==> src/rtl/if_fetch_stage_pkg.sv <==
// Shared constants and the IF/ID bundle type for the MIPS instruction-fetch stage.
package if_fetch_stage_pkg;

  localparam int          DEFAULT_INST_NUM_BIT = 8;
  localparam logic [31:0] RESET_PC             = 32'h0000_0000;
  localparam logic [31:0] EXC_PC               = 32'h0000_0180;
  localparam logic [31:0] NOP_INST             = 32'h0000_0000;

  typedef struct packed {
    logic        valid;
    logic [31:0] inst;
    logic [31:0] pc;
    logic [31:0] pc_plus4;
  } if_id_t;

endpackage

==> src/rtl/if_fetch_stage_if.sv <==
// Fetch-stage bundle: control from ID/hazard unit, ROM port and IF/ID outputs.
// All inputs are level signals sampled at the rising clock edge; there is no
// valid/ready handshake: redirect_valid/exc_valid are one-cycle strobes and
// stall holds the stage for as long as it is high.
interface if_fetch_stage_if #(
  parameter int Inst_Num_BIT = if_fetch_stage_pkg::DEFAULT_INST_NUM_BIT
);

  logic                    stall;
  logic                    redirect_valid;
  logic [31:0]             redirect_pc;
  logic                    exc_valid;
  logic [Inst_Num_BIT-1:0] inst_addr;
  logic [31:0]             inst_data;
  logic [31:0]             pc;
  logic                    id_valid;
  logic [31:0]             id_inst;
  logic [31:0]             id_pc;
  logic [31:0]             id_pc_plus4;
  logic                    fetch_exc;
  logic                    dbg_pending;
  logic [31:0]             dbg_pending_pc;

  modport slave (
    input  stall, redirect_valid, redirect_pc, exc_valid, inst_data,
    output inst_addr, pc, id_valid, id_inst, id_pc, id_pc_plus4, fetch_exc,
           dbg_pending, dbg_pending_pc
  );

  modport master (
    output stall, redirect_valid, redirect_pc, exc_valid, inst_data,
    input  inst_addr, pc, id_valid, id_inst, id_pc, id_pc_plus4, fetch_exc,
           dbg_pending, dbg_pending_pc
  );

endinterface

==> src/rtl/if_fetch_stage_if_id_reg.sv <==
// IF/ID pipeline register: flush turns the slot into a bubble (pc fields held),
// hold freezes it, otherwise it loads the new fetch bundle.
module if_id_reg
  import if_fetch_stage_pkg::*;
(
  input  logic   clk,
  input  logic   reset,
  input  logic   hold_i,
  input  logic   flush_i,
  input  if_id_t d_i,
  output if_id_t q_o
);

  if_id_t q_q;
  if_id_t q_d;

  always_comb begin
    q_d = q_q;
    if (flush_i) begin
      q_d.valid = 1'b0;
      q_d.inst  = NOP_INST;
    end else if (!hold_i) begin
      q_d = d_i;
    end
  end

  always_ff @(posedge clk) begin
    if (!reset) q_q <= '0;
    else        q_q <= q_d;
  end

  assign q_o = q_q;

endmodule

==> src/rtl/if_fetch_stage.sv <==
// MIPS instruction-fetch stage: PC register, next-PC select with pending redirect,
// IF/ID register. Optional fetch-address fault check under macro IF_ADDR_CHECK_EN.
module if_fetch_stage
  import if_fetch_stage_pkg::*;
#(
  parameter int          Inst_Num_BIT = DEFAULT_INST_NUM_BIT,
  parameter logic [31:0] RESET_PC     = if_fetch_stage_pkg::RESET_PC,
  parameter logic [31:0] EXC_PC       = if_fetch_stage_pkg::EXC_PC
) (
  input  logic                  clk,
  input  logic                  reset,
  if_fetch_stage_if.slave       bus
);

  logic [31:0] pc_q, pc_d;
  logic        pending_q, pending_d;
  logic [31:0] pending_pc_q, pending_pc_d;
  logic [31:0] pc_plus4;
  logic        fetch_fault;
  if_id_t      if_id_d;
  if_id_t      if_id_q;

  assign pc_plus4 = pc_q + 32'd4;

`ifdef IF_ADDR_CHECK_EN
  // A word index beyond the ROM is the same as nonzero PC bits above the index.
  assign fetch_fault = (pc_q[1:0] != 2'b00) || ((pc_q >> (Inst_Num_BIT + 2)) != 32'd0);
`else
  assign fetch_fault = 1'b0;
`endif

  always_comb begin
    pc_d         = pc_q;
    pending_d    = pending_q;
    pending_pc_d = pending_pc_q;
    if (bus.exc_valid) begin
      pc_d      = EXC_PC;
      pending_d = 1'b0;
    end else if (bus.stall) begin
      if (bus.redirect_valid) begin
        pending_d    = 1'b1;
        pending_pc_d = bus.redirect_pc;
      end
    end else begin
      pending_d = 1'b0;
      if (bus.redirect_valid)  pc_d = bus.redirect_pc;
      else if (pending_q)      pc_d = pending_pc_q;
      else                     pc_d = pc_plus4;
    end
  end

  always_ff @(posedge clk) begin
    if (!reset) begin
      pc_q         <= RESET_PC;
      pending_q    <= 1'b0;
      pending_pc_q <= 32'd0;
    end else begin
      pc_q         <= pc_d;
      pending_q    <= pending_d;
      pending_pc_q <= pending_pc_d;
    end
  end

  always_comb begin
    if_id_d.valid    = !fetch_fault;
    if_id_d.inst     = fetch_fault ? NOP_INST : bus.inst_data;
    if_id_d.pc       = pc_q;
    if_id_d.pc_plus4 = pc_plus4;
  end

  if_id_reg u_if_id_reg (
    .clk     (clk),
    .reset   (reset),
    .hold_i  (bus.stall),
    .flush_i (bus.exc_valid),
    .d_i     (if_id_d),
    .q_o     (if_id_q)
  );

`ifdef IF_ADDR_CHECK_EN
  logic fetch_exc_q, fetch_exc_d;

  // Travels with the IF/ID slot: holds across stall, cleared by exception flush.
  always_comb begin
    fetch_exc_d = fetch_exc_q;
    if (bus.exc_valid)   fetch_exc_d = 1'b0;
    else if (!bus.stall) fetch_exc_d = fetch_fault;
  end

  always_ff @(posedge clk) begin
    if (!reset) fetch_exc_q <= 1'b0;
    else        fetch_exc_q <= fetch_exc_d;
  end

  assign bus.fetch_exc = fetch_exc_q;
`else
  assign bus.fetch_exc = 1'b0;
`endif

  assign bus.inst_addr      = pc_q[Inst_Num_BIT+1:2];
  assign bus.pc             = pc_q;
  assign bus.id_valid       = if_id_q.valid;
  assign bus.id_inst        = if_id_q.inst;
  assign bus.id_pc          = if_id_q.pc;
  assign bus.id_pc_plus4    = if_id_q.pc_plus4;
  assign bus.dbg_pending    = pending_q;
  assign bus.dbg_pending_pc = pending_pc_q;

endmodule
==> src/flat_wrapper.sv <==
// flat-port wrapper written by rule: the top's interface ports become plain ports
module if_fetch_stage_flat import if_fetch_stage_pkg::*;
#(
  parameter int          Inst_Num_BIT = DEFAULT_INST_NUM_BIT,
  parameter logic [31:0] RESET_PC     = if_fetch_stage_pkg::RESET_PC,
  parameter logic [31:0] EXC_PC       = if_fetch_stage_pkg::EXC_PC
)
  (clk, reset, bus_stall, bus_redirect_valid, bus_redirect_pc, bus_exc_valid, bus_inst_data, bus_inst_addr, bus_pc, bus_id_valid, bus_id_inst, bus_id_pc, bus_id_pc_plus4, bus_fetch_exc, bus_dbg_pending, bus_dbg_pending_pc);
  if_fetch_stage_if #(.Inst_Num_BIT(Inst_Num_BIT)) bus_i ();
  input  logic clk;
  input  logic reset;
  input wire logic [$bits(bus_i.stall)-1:0] bus_stall;
  input wire logic [$bits(bus_i.redirect_valid)-1:0] bus_redirect_valid;
  input wire logic [$bits(bus_i.redirect_pc)-1:0] bus_redirect_pc;
  input wire logic [$bits(bus_i.exc_valid)-1:0] bus_exc_valid;
  input wire logic [$bits(bus_i.inst_data)-1:0] bus_inst_data;
  output wire logic [$bits(bus_i.inst_addr)-1:0] bus_inst_addr;
  output wire logic [$bits(bus_i.pc)-1:0] bus_pc;
  output wire logic [$bits(bus_i.id_valid)-1:0] bus_id_valid;
  output wire logic [$bits(bus_i.id_inst)-1:0] bus_id_inst;
  output wire logic [$bits(bus_i.id_pc)-1:0] bus_id_pc;
  output wire logic [$bits(bus_i.id_pc_plus4)-1:0] bus_id_pc_plus4;
  output wire logic [$bits(bus_i.fetch_exc)-1:0] bus_fetch_exc;
  output wire logic [$bits(bus_i.dbg_pending)-1:0] bus_dbg_pending;
  output wire logic [$bits(bus_i.dbg_pending_pc)-1:0] bus_dbg_pending_pc;
  assign bus_i.stall = bus_stall;
  assign bus_i.redirect_valid = bus_redirect_valid;
  assign bus_i.redirect_pc = bus_redirect_pc;
  assign bus_i.exc_valid = bus_exc_valid;
  assign bus_i.inst_data = bus_inst_data;
  assign bus_inst_addr = bus_i.inst_addr;
  assign bus_pc = bus_i.pc;
  assign bus_id_valid = bus_i.id_valid;
  assign bus_id_inst = bus_i.id_inst;
  assign bus_id_pc = bus_i.id_pc;
  assign bus_id_pc_plus4 = bus_i.id_pc_plus4;
  assign bus_fetch_exc = bus_i.fetch_exc;
  assign bus_dbg_pending = bus_i.dbg_pending;
  assign bus_dbg_pending_pc = bus_i.dbg_pending_pc;
  if_fetch_stage #(.Inst_Num_BIT(Inst_Num_BIT), .RESET_PC(RESET_PC), .EXC_PC(EXC_PC)) u_core (.clk(clk), .reset(reset), .bus(bus_i));
endmodule
==> config.mk <==
export PLATFORM = sky130hd
export DESIGN_NAME = if_fetch_stage_flat
export DESIGN_NICKNAME = d
export VERILOG_FILES = /design/src/rtl/if_fetch_stage_pkg.sv /design/src/rtl/if_fetch_stage_if.sv /design/src/rtl/if_fetch_stage_if_id_reg.sv /design/src/rtl/if_fetch_stage.sv /design/src/flat_wrapper.sv
export SDC_FILE = /design/constraint.sdc
export NUM_CORES = 1
export LEC_CHECK = 0
export CAP_MARGIN = 30
export CORE_UTILIZATION = 41
export CTS_CLUSTER_SIZE = 16
export DETAILED_ROUTE_END_ITERATION = 16
export PLACE_DENSITY = 0.81
export SYNTH_ARGS = -nofsm -noshare
export SYNTH_HDL_FRONTEND = slang
export SYNTH_SLANG_ARGS = --single-unit
==> constraint.sdc <==
create_clock -name clk -period 1.9 [get_ports clk]
set_clock_uncertainty 0.1 [all_clocks]
set_input_delay 0.475 -clock clk [delete_from_list [all_inputs] [get_ports clk]]
set_output_delay 0.475 -clock clk [all_outputs]
set_load 0.05 [all_outputs]
==> results list <==
* Clk slew on worst S/H paths: 0.06 ns
* Int Pwr: 5878 uW
* Sw power: 2378 uW
* Final slew viol count: 0
* Count of yosys warnings during synthesis: 0
- The most used flip-flop cell after synthesis is sky130_fd_sc_hd__dfxtp_1.
* Clock latency on the worst-skew pair: 0.43 ns
* Headroom to the max-slew limit: 43.15%
- In this run the power density over the cells is 763.2 nW/um^2.
- Initial antenna violation count: 1
- The total overflow left after global routing is 0.
- Counting every net in the synthesized netlist gives 936.
- For the pin with the worst max-slew slack, the measured transition is 0.8527 ns.
- The HPWL after detailed placement is 17.84 mm.
- In the post-route analysis, the smallest setup slack over all paths is -0.009284 ns.
- Mean instance size in the synthesized netlist: 8.170 um^2
- sky130_fd_sc_hd__dfxtp_1 is the most common cell in the netlist.
* Number of buffer and inverter stages on the critical path: 0
- For this design the static power due to leakage is 0.004446 uW.
- Combinational family with the most area after synthesis: simple AND/OR/NAND/NOR gates
- The routed design could run at a clock period as short as 1.909 ns.
* Post-synth EDFFs: 0
* GP Congestion: 0.9456
* Clock network fraction of total power: 39.3%
* Number of buffers added to fix hold violations after cts: 0
- The slowest stage of the critical path is the sky130_fd_sc_hd__or4_4 cell.
- Std cell rows: 47
- TritonCTS built the clock tree.
* Power share of the sequential group: 42.9%
- For this run, asynchronously set or reset flops after synthesis account for 0%.
- Yosys top cell area share: 45.33%
- Critical Path Sink Type: flip-flop
* Worst ir drop on vdd: 0.0006458 V
* Outcome: complete, but fails checks
- Post-synthesis simple-gate area fraction: 20.80%
* Library cell appearing most often on the critical path: sky130_fd_sc_hd__or4_4
- Crit-path max cell delay: 0.57 ns
- Counting flops and latches in the post-synthesis netlist gives 160.
* WHS: 0.3526 ns
- Pre-CTS WS: -0.4871 ns
* Die outline height: 133.3 um
- DRC violation total after the first TritonRoute iteration: 548
* First-pass iteration count of the detailed router: 5
- Fmax achieved: 523.8 MHz
- Max-cap violations in this run came to 0.
* Input/output buffers: 238
- Final worst path period share: 100.5%
- Failing checks: negative setup slack
- Synthesized-area fraction occupied by ao, oa, aoi and oai cells: 19.32%
- Wire length of the first global-routing pass: 36.89 mm
- The via count of the first global-routing pass was 6873.
- For this block, wires on met1 add up to 9.826 mm.
- Top Layer Used: met4
- Data on the critical path arrives at its endpoint at 2.18 ns.
- Counting every sink on the clock net gives 160.
* I/O pin count: 240
* Maximum fanout encountered on the critical timing path: 5
* Vias/cell: 5.389
* Start-to-end type of the worst setup path: reg -> reg
- The tree is rooted in a sky130_fd_sc_hd__clkbuf_16.
- Of the cells placed in the final design, the portion with a size suffix greater than 1 is 31.00%.
- Hold Path Class: reg -> reg
* Routed length per placed instance: 17.52 um
- Delay-heaviest family, CP: simple AND/OR/NAND/NOR gates
- The floorplan step defined a core boundary enclosing 16700 um^2.
- Crit path launch type: flip-flop
* Adder-cell area share of the yosys netlist: 0.3541%
* Most frequent cells after synthesis: 160 x sky130_fd_sc_hd__dfxtp_1, 158 x sky130_fd_sc_hd__nand2_1, 101 x sky130_fd_sc_hd__a21oi_1
- In this run, CTS created clock tree buffers numbering 17.
- Instance count of the mapped netlist: 865
- Htree depth: 4
- Final Util: 64.77%
* Final Setup Violations: 1
- After synthesis, flip-flops and latches occupy 45.33% of the total area.
- Total track usage: 26.58%
* Post-Route WL: 23.94 mm
- Setup repair after global routing missed its margin: true
* Final count of hold timing violations: 0
- Synthesis instantiated 64 different standard cells from the library.
- Critical Path, Cell by Cell: nand4_1, or4_4, or4_4, a21oi_2, o21a_1
* Die span in x: 133.3 um
- Summed over all instances, the cell type with the most area after synthesis is sky130_fd_sc_hd__dfxtp_1.
* CP required: 2.17 ns
- In this run, the combinational gates consume 17.8% of the power.
- Cells taking the most area after synthesis: sky130_fd_sc_hd__dfxtp_1 45%, sky130_fd_sc_hd__nand2_1 8.4%, sky130_fd_sc_hd__a21oi_1 7.2%, sky130_fd_sc_hd__mux2i_1 5.1%, sky130_fd_sc_hd__nor2_1 4.1%
- Fraction of synthesized cell area in xor and xnor cells: 2.851%
- Routed length on met3: 2.561 mm
* DRC errors left: 0
* Post-synthesis to final-layout area growth: 53.08%
- The initial utilization of the core area, before any placement, comes to 42.31%.
- Measured against the total synthesized area, the mux share comes to 5.258%.
- Wire segments on met2 add up to 11.08 mm in the final route.
* Antenna-violating nets left: 0
- The clock passes through at most 2 buffers.
- The mapped netlist covers 7067 um^2.
* Routed vias: 7361
- Largest net degree at the start of global routing: 82
- At the end of the flow, the number of nets in the layout was 1204.
* Die area: 17760 um^2
- Proportion of total power due to net switching: 28.80%
-- layer usage --
| metal | global-route usage (%) | vias to the layer above |
|---|---|---|
| met5 | 0 | - |
| met4 | 8.333 | 0 |
| met3 | 8.866 | 32 |
| met2 | 42.97 | 366 |
| met1 | 33.33 | 3416 |
| li1 | - | 3547 |
-- cell families (layout without fill, tap and decap cells) --
logic type / Yosys count / after routing
and+or+nand+nor: 323 / 323
AOI/OAI and AO/OA: 221 / 221
DFF: 160 / 160
buffers and inverters: 98 / 378
muxes: 37 / 37
xor gates and xnor gates: 23 / 23
adders and majority gates: 2 / 2
other: 1 / 2
-- registers in the layout, indices dropped and copies added (netlist names), named ones only --
register	flops
u_core.bus.pc	30
u_core.bus.dbg_pending_pc	32
u_core.u_if_id_reg.q_o	95
u_core.bus.dbg_pending	1
-- metrics by stage --
stage | power [uW] | instance area, um^2 | setup TNS, ns | std cells
finish | 8256 | 10820 | -0.009284 | 1366
global route | 8522 | 10820 | -0.2064 | 1365
global placement | 5062 | 10190 | -32.89 | 1333
detailed placement | 5080 | 10190 | -36.41 | 1333
floorplan | 4455 | 7211 | -0.9720 | 865
CTS | 8297 | 10770 | -0.02845 | 1365
-- power groups by stage --
stage	Sequential, uW	Combinational [uW]	Clock, uW
3_5_place_dp	3610	1470	0
2_1_floorplan	3990	467	0
5_1_grt	3550	1550	3420
4_1_cts	3540	1470	3290
6_report	3540	1470	3240
3_3_place_gp	3610	1450	0
-- final timing paths --
kind | startpoint | end | slack, ns | depth (start not counted)
setup reg to reg | u_core.bus.pc[20]$_SDFFE_PP0N_ | u_core.bus.pc[31]$_SDFFE_PP0N_ | -0.009 | 5
setup / recovery | u_core.bus.pc[20]$_SDFFE_PP0N_ | u_core.bus.pc[31]$_SDFFE_PP0N_ | -0.009 | 5
hold / removal | u_core.u_if_id_reg.q_o[96]$_SDFFE_PP0N_ | u_core.u_if_id_reg.q_o[96]$_SDFFE_PP0N_ | 0.35 | 2
hold reg to reg | u_core.u_if_id_reg.q_o[96]$_SDFFE_PP0N_ | u_core.u_if_id_reg.q_o[96]$_SDFFE_PP0N_ | 0.35 | 2
-- final cells by class --
class	count	area (um^2)
multi-input cells	607	3537
well taps	220	275.3
inverters	8	30.03
repair buffers	339	3152
clock buffers	23	499.2
fillers	1397	5883
clock inverters	8	51.30
flip-flops and latches	160	3271
diodes	1	2.502
-- worst register-to-register path, cell delays in order, from the launching register on --
cell                      delay [ns]
sky130_fd_sc_hd__dfxtp_4        0.34
sky130_fd_sc_hd__nand4_1        0.12
sky130_fd_sc_hd__or4_4          0.57
sky130_fd_sc_hd__or4_4          0.46
sky130_fd_sc_hd__a21oi_2        0.15
sky130_fd_sc_hd__o21a_1         0.11
-- layout by cell type, fill, tap and decap left out, types with 6 or more instances in the layout --
cell                              count
sky130_fd_sc_hd__a211oi_1            15
sky130_fd_sc_hd__a21oi_1            100
sky130_fd_sc_hd__a22oi_1             18
sky130_fd_sc_hd__a31oi_1              8
sky130_fd_sc_hd__and3_1               7
sky130_fd_sc_hd__buf_12              35
sky130_fd_sc_hd__buf_4              236
sky130_fd_sc_hd__clkbuf_16           18
sky130_fd_sc_hd__clkdlybuf4s50_1     65
sky130_fd_sc_hd__dfxtp_1            134
sky130_fd_sc_hd__dfxtp_2             12
sky130_fd_sc_hd__dfxtp_4             14
sky130_fd_sc_hd__inv_1                7
sky130_fd_sc_hd__mux2i_1             36
sky130_fd_sc_hd__nand2_1            156
sky130_fd_sc_hd__nand2b_1             6
sky130_fd_sc_hd__nand3_1             11
sky130_fd_sc_hd__nand4_1             12
sky130_fd_sc_hd__nor2_1              77
sky130_fd_sc_hd__nor3_1               7
sky130_fd_sc_hd__o21ai_0             27
sky130_fd_sc_hd__o22ai_1              9
sky130_fd_sc_hd__xnor2_1             14
sky130_fd_sc_hd__xor2_1               9
-- repair_timing --
| item | in CTS | in global routing |
|---|---|---|
| pin swaps | 0 | 3 |
| setup endpoints to repair | 9 | 15 |
| resized for setup | 9 | 12 |
| buffers inserted | 1 | 0 |
| gates cloned | 0 | 0 |
(Power assumes the default switching activity.)
